==> src/rtl/jtpopeye_obj_dma.sv <==
// Popeye sprite DMA: on the start of vertical blank, takes the Z80 bus and
// copies DMA_LEN bytes from CPU RAM at SRC_BASE into object RAM.
module jtpopeye_obj_dma #(
  parameter logic [15:0] SRC_BASE = 16'h8C00,
  parameter logic [9:0]  DMA_LEN  = 10'd640
) (
  input  logic        clk,
  input  logic        rst_n,
  input  logic        cen,
  input  logic        VB_n,
  input  logic        dma_en,
  input  logic        busak_n,
  input  logic [7:0]  cpu_din,
  output logic        busrq_n,
  output logic [15:0] cpu_addr,
  output logic        cpu_rd,
  output logic [9:0]  obj_addr,
  output logic [7:0]  obj_dout,
  output logic        obj_we,
  output logic        busy
);

  typedef enum logic [2:0] {
    ST_IDLE     = 3'd0,
    ST_REQ      = 3'd1,
    ST_WAIT_ACK = 3'd2,
    ST_READ     = 3'd3,
    ST_WRITE    = 3'd4,
    ST_RELEASE  = 3'd5
  } state_t;

  state_t      state_r;
  state_t      state_nxt_s;
  logic [9:0]  count_r;
  logic [9:0]  count_nxt_s;
  logic [10:0] count_inc_s;
  logic        vb_last_r;
  logic        vb_fall_s;

  // Next-state and byte counter; VB_n high means blank has ended.
  always_comb begin
    state_nxt_s = state_r;
    count_nxt_s = count_r;
    count_inc_s = {1'b0, count_r} + 11'd1;
    vb_fall_s   = vb_last_r & ~VB_n;
    case (state_r)
      ST_IDLE: begin
        if (vb_fall_s && dma_en) begin
          state_nxt_s = ST_REQ;
        end else begin
          state_nxt_s = ST_IDLE;
        end
      end
      ST_REQ: begin
        if (VB_n) begin
          state_nxt_s = ST_RELEASE;
        end else begin
          state_nxt_s = ST_WAIT_ACK;
        end
      end
      ST_WAIT_ACK: begin
        if (VB_n) begin
          state_nxt_s = ST_RELEASE;
        end else if (!busak_n) begin
          state_nxt_s = ST_READ;
          count_nxt_s = 10'd0;
        end else begin
          state_nxt_s = ST_WAIT_ACK;
        end
      end
      ST_READ: begin
        state_nxt_s = ST_WRITE;
      end
      ST_WRITE: begin
        count_nxt_s = count_inc_s[9:0];
        // An end of blank mid-byte lets this write land, then gives the bus back.
        if ((count_inc_s < {1'b0, DMA_LEN}) && !VB_n) begin
          state_nxt_s = ST_READ;
        end else begin
          state_nxt_s = ST_RELEASE;
        end
      end
      ST_RELEASE: begin
        state_nxt_s = ST_IDLE;
      end
      default: begin
        state_nxt_s = ST_IDLE;
        count_nxt_s = 10'd0;
      end
    endcase
  end

  // State, edge detector and registered outputs, all decoded from the next state.
  always_ff @(posedge clk) begin
    if (!rst_n) begin
      state_r   <= ST_IDLE;
      count_r   <= 10'd0;
      vb_last_r <= 1'b1;
      busrq_n   <= 1'b1;
      busy      <= 1'b0;
      cpu_rd    <= 1'b0;
      cpu_addr  <= SRC_BASE;
      obj_we    <= 1'b0;
      obj_addr  <= 10'd0;
      obj_dout  <= 8'd0;
    end else if (cen) begin
      state_r   <= state_nxt_s;
      count_r   <= count_nxt_s;
      vb_last_r <= VB_n;
      busrq_n   <= (state_nxt_s == ST_IDLE) || (state_nxt_s == ST_RELEASE);
      busy      <= (state_nxt_s != ST_IDLE);
      cpu_rd    <= (state_nxt_s == ST_READ);
      obj_we    <= (state_nxt_s == ST_WRITE);
      if (state_nxt_s == ST_READ) begin
        cpu_addr <= SRC_BASE + {6'd0, count_nxt_s};
      end
      if (state_nxt_s == ST_WRITE) begin
        obj_addr <= count_r;
        obj_dout <= cpu_din;
      end
    end
  end

endmodule

==> config.mk <==
export PLATFORM = sky130hd
export DESIGN_NAME = jtpopeye_obj_dma
export DESIGN_NICKNAME = d
export VERILOG_FILES = /design/src/rtl/jtpopeye_obj_dma.sv
export SDC_FILE = /design/constraint.sdc
export NUM_CORES = 1
export LEC_CHECK = 0
export CORE_MARGIN = 1.5
export CORE_UTILIZATION = 49
export CTS_CLUSTER_SIZE = 20
export DETAILED_ROUTE_END_ITERATION = 10
export PLACE_DENSITY = 0.75
export SLEW_MARGIN = 20
export SYNTH_ARGS = -nofsm -noshare
export SYNTH_HDL_FRONTEND = slang
export SYNTH_SLANG_ARGS = --single-unit
==> constraint.sdc <==
create_clock -name clk -period 2.1 [get_ports clk]
set_input_delay 0.42 -clock clk [delete_from_list [all_inputs] [get_ports clk]]
set_output_delay 0.42 -clock clk [all_outputs]
set_load 0.05 [all_outputs]
* Word-level counts from Yosys, hierarchy flattened *
Index checks and enable logic that the tools add are counted.
Widths: inputs -> output; s select.

word-level totals
  output and inout port bits = 38
  bits in latches = 0
  word-level logic and storage cells = 42
  bits in writable memories = 0
  memories kept = 0
  bits in read-only memories = 0
  flip-flop bits (word level) = 52

operators by class
  reduce and logical (&&, ||, !) cells = 10
  shifts and indexed selects = 0
  eq/ne operators = 8
  $lt $le $gt $ge = 1
  divide/modulo/power cells = 0
  bitwise operators = 2
  add/sub/neg operators = 2
  $mul = 0
  multiplexer cells = 9

operators by type and width
  kind                    number
  $pmux 10 s3             1
  $mux 10                 2
  $add 16x10->16 const A  1
  $pmux 3 s5              1
  $eq 3x3->1 const B      4
  $add 10x1->11 const B   1
  $lt 11x10->1 const B    1
  $eq 3x2->1 const B      3
  $mux 3                  3
  $logic_not 3->1         2
  $reduce_and 2->1        2
  $reduce_or 4->1         1
  $eq 3x1->1 const B      1
  $reduce_bool 3->1       1
  $logic_and 1x1->1       2
  $mux 1                  2
  $and 1x1->1             1
  $logic_not 1->1         1
  $logic_or 1x1->1        1
  $not 1->1               1

* Depth between registers and ports, before layout *
  depth after elaboration = 7
  mapped depth = 8

* Least setup slack after synthesis *
Ideal clock, no wire load.

  path kind = register to register
  from = reg count_r[0]
  to = reg cpu_addr[0]
  data arrival time = 1.695 ns
  setup slack = 0.270 ns
  data required time = 1.966 ns
  clock period less this slack = 1.830 ns
  path buffers = 1
  stages on the path, launching flop included = 9
  library setup time = 0.134 ns
  cell sequence = dfxtp_1 -> ha_1 -> nand2_1 -> o2111ai_2 -> o311ai_2 -> a41o_1 -> buf_6 -> a21oi_1 -> a211oi_1

between the ends
  cells in the longest elaborated chain, start to end = 7
  elaborated cells between the ends (all ways) = 11
  classes of those cells = add/sub: 2; order compare: 1; eq/ne: 1; mux: 5; reduce/logical: 2

ends and longest elaborated chain
  element                     RTL line  RTL
  from (decl)                 34        logic [9:0] count_r;
  from (signal assigned)      108       count_r <= count_nxt_s;
  $add 10x1->11               44        count_inc_s = {1'b0, count_r} + 11'd1;
  $lt 11x10->1                77        if ((count_inc_s < {1'b0, DMA_LEN}) && !VB_n) begin
  $logic_and 1x1->1           77
  $mux 3                      77
  $pmux 3 s5                  46        case (state_r)
  $eq 3x2->1                  114       if (state_nxt_s == ST_READ) begin
  $reduce_and 2->1 (no line)  -
  to (signal assigned)        115       cpu_addr <= SRC_BASE + {6'd0, count_nxt_s};
  to (decl)                   15        output logic [15:0] cpu_addr,

Several ways; a longest one is shown, not always the timed one.
A chain may end at the register's enable or synchronous reset.

* Worst setup path after layout *
Same ends and word-level chain as after synthesis.

==> flow_summary.json <==
{
  "path_max_fanout": 9,
  "nets": 329,
  "fin_skew_ps": 7.03,
  "via_per_inst": 5.42,
  "postLayoutCellArea_um2": 2780,
  "holdWs_ps": 455,
  "synth_top_area_share_pct": 41.9,
  "wirelength_mm": 4.88,
  "status": "finished, final reports clean",
  "max_stage_delay_ps": 360,
  "vias": 1982,
  "crit_arrival_ps": 2200,
  "r2r_end": "cpu_addr[0]$_SDFFE_PN0P_",
  "cp_num_buf_inv": 0,
  "dieArea_um2": 4900,
  "rows": 24,
  "pwr_density_cell_nw_per_um2": 645,
  "cts.sinks": 46,
  "syn_inst": 271,
  "route.antenna.remaining_nets": 0,
  "post_cts_resized": 0,
  "tightest_slew_ps": 596,
  "syn_area_per_cell_um2": 8.12,
  "fp.dieW_um": 70,
  "cts_max_level": 2,
  "synth_area_um2": 2200,
  "dr.pass1.iters": 4,
  "grt_pass1_vias": 1759,
  "insertion_delay_ps": 300,
  "reg2regPathDepth": 7,
  "wire_per_inst_um": 13.3,
  "path_cells": "ha_1, nand2_1, o2111ai_2, o311ai_2, a41oi_2, nor2_4, a211oi_1",
  "crit_path_start_kind": "register",
  "tns_ps": 0,
  "synthArstFlopShare_pct": 0,
  "cp.required_ps": 2310,
  "synth_warnings": 0,
  "leakage_nw": 0.961,
  "reg2reg_slack_ps": 120,
  "final_cell_mix": "nand2_1 (47), dfxtp_1 (46), clkdlybuf4s50_1 (45)",
  "routabilityCongestion": 0.856,
  "drv_cap": 0,
  "cts_buffers": 5,
  "dpl_cell_area_um2": 2670,
  "worst_path_max_delay_cell": "a41oi_2",
  "synth.distinct_cells": 50,
  "multiInputGateArea_um2": 1110,
  "period_share_pct": 94.5,
  "io_buffers": 45,
  "design.core.area_um2": 4320,
  "drt_iter0_drc": 128,
  "yosysTopAreaCell": "dfxtp_1",
  "initial_core_util_pct": 50.9,
  "ys_seq_area_share_pct": 41.9,
  "die_h_um": 70,
  "r2r-start": "count_r[0]$_SDFFE_PN0P_",
  "cts-root-buf": "clkbuf_8",
  "cts_setup_buffers": 0,
  "dp_hpwl_mm": 3.30,
  "grt_pass1_wl_mm": 8.40,
  "grt_max_degree": 44,
  "crit_type": "register to register",
  "cts_hold_buffers": 0,
  "fin_crit_ps": 1980,
  "slew_violations": 0,
  "hp-class": "register to register",
  "power_mw": 1.79,
  "endpoint_kind": "register",
  "final_common_cell": "nand2_1",
  "crit_cells": 7,
  "synth-main-ff-cell": "dfxtp_1",
  "area_delta_synth_final_pct": 26.3,
  "antenna_cells": 0,
  "dp_cells": 359,
  "track_usage_pct": 21.0,
  "grt_remaining_overflow": 0,
  "io_pins": 52,
  "startpoint": "count_r[0]$_SDFFE_PN0P_",
  "final-seq-area_um2": 921,
  "rsz0062_at_grt": "false",
  "ys_ff_latch": 46,
  "clockBufferDepth": 2,
  "cts_tree": "yes",
  "crit_end": "cpu_addr[0]$_SDFFE_PN0P_",
  "drc": 0,
  "ir_drop_uv": 406,
  "nFillCells": 391,
  "slew_headroom_pct": 60.3,
  "clk_pin_slew_ps": 80,
  "layout-drive-gt1-share_pct": 10.2,
  "critical-path-top-delay-family": "compound AO/OA/AOI/OAI gates",
  "ys_top_cells_by_area": "dfxtp_1 (42%), a21oi_1 (9.1%), nand2_1 (8.0%)",
  "max_freq_mhz": 504,
  "setup_violations": 0,
  "grt_antenna_before_repair": 0,
  "instances_no_fill": 366,
  "synth_edf_count": 0,
  "finalHoldViolCount": 0
}
==> power by group <==
part | internal [mW] | switching, mW
combinational | 0.0820 | 0.132
sequential | 0.890 | 0.0231
clock | 0.381 | 0.285
==> state kept, by name, summed over array words and instances (netlist names) <==
register	count
obj_we	1
state_r	3
cpu_addr	10
busrq_n	1
count_r	10
obj_addr	10
busy	1
vb_last_r	1
cpu_rd	1
obj_dout	8
==> worst min path at each step <==
stage          cells after the start                      from                       end  slack (ps)
4_1_cts                            2  obj_dout[6]$_SDFFE_PN0P_  obj_dout[6]$_SDFFE_PN0P_         460
3_5_place_dp                       2  obj_dout[6]$_SDFFE_PN0P_  obj_dout[6]$_SDFFE_PN0P_         450
6_report                           2  obj_dout[6]$_SDFFE_PN0P_  obj_dout[6]$_SDFFE_PN0P_         450
2_1_floorplan                      2    vb_last_r$_SDFFE_PN1P_    vb_last_r$_SDFFE_PN1P_         430
3_3_place_gp                       2  obj_dout[2]$_SDFFE_PN0P_  obj_dout[2]$_SDFFE_PN0P_         440
5_1_grt                            2  obj_dout[3]$_SDFFE_PN0P_  obj_dout[3]$_SDFFE_PN0P_         490
==> metrics by stage <==
stage	setup slack (ps)	util (%)
3_5_place_dp	-177	61.7
6_report	116	64.3
5_1_grt	4.61	64.3
3_3_place_gp	-103	61.7
2_1_floorplan	270	-
4_1_cts	128	64.3
==> layer usage <==
layer / vias to the layer above / GRT usage [%] / part of all wire, %
met3: 7 / 3.03 / 4.2
li1: 1029 / - / -
met2: 44 / 32.3 / 45
met4: 0 / 7.69 / 1.5
met5: - / 0 / 0
met1: 902 / 30.0 / 50
==> logic make-up (layout without fill, tap and decap cells) <==
kind of cell | Yosys count | after routing | synth area share, %
simple gates | 98 | 98 | 20.9
compound gates | 88 | 88 | 25.6
flops | 46 | 46 | 41.9
buf+inv | 30 | 69 | 8.19
xor+xnor | 3 | 3 | 1.19
mux | 3 | 3 | 1.37
other cells | 2 | 6 | 0.341
fa+ha+maj | 1 | 1 | 0.569
==> area by class of cell <==
type	count	share of cell area (%)
multi-input cells	199	40.1
clock inverters	1	1.08
well taps	52	2.34
clock buffers	6	2.97
inverters	3	0.405
repair buffers	59	20.0
flip-flops and latches	46	33.1
==> synthesized netlist by cell type, types with 2 or more instances <==
library cell	n
nor3_1	6
nand2b_1	2
o21ai_0	11
buf_2	7
a211oi_1	15
nor3_2	2
o21ai_1	2
nand4_1	2
a22oi_1	3
buf_6	3
nand3_1	6
a21o_1	4
nand2_1	47
a21oi_1	40
dfxtp_1	46
a31oi_1	2
conb_1	2
nor2_1	20
clkbuf_1	8
xnor2_1	3
and2_1	2
nor4_1	2
mux2i_1	3
buf_4	7
==> worst min-delay path, cell delays in order, from the launching register on <==
cell and delay, ps:
dfxtp_1 310, nand2_1 50, a21oi_1 50
Power figures use the tool's default switching activity.
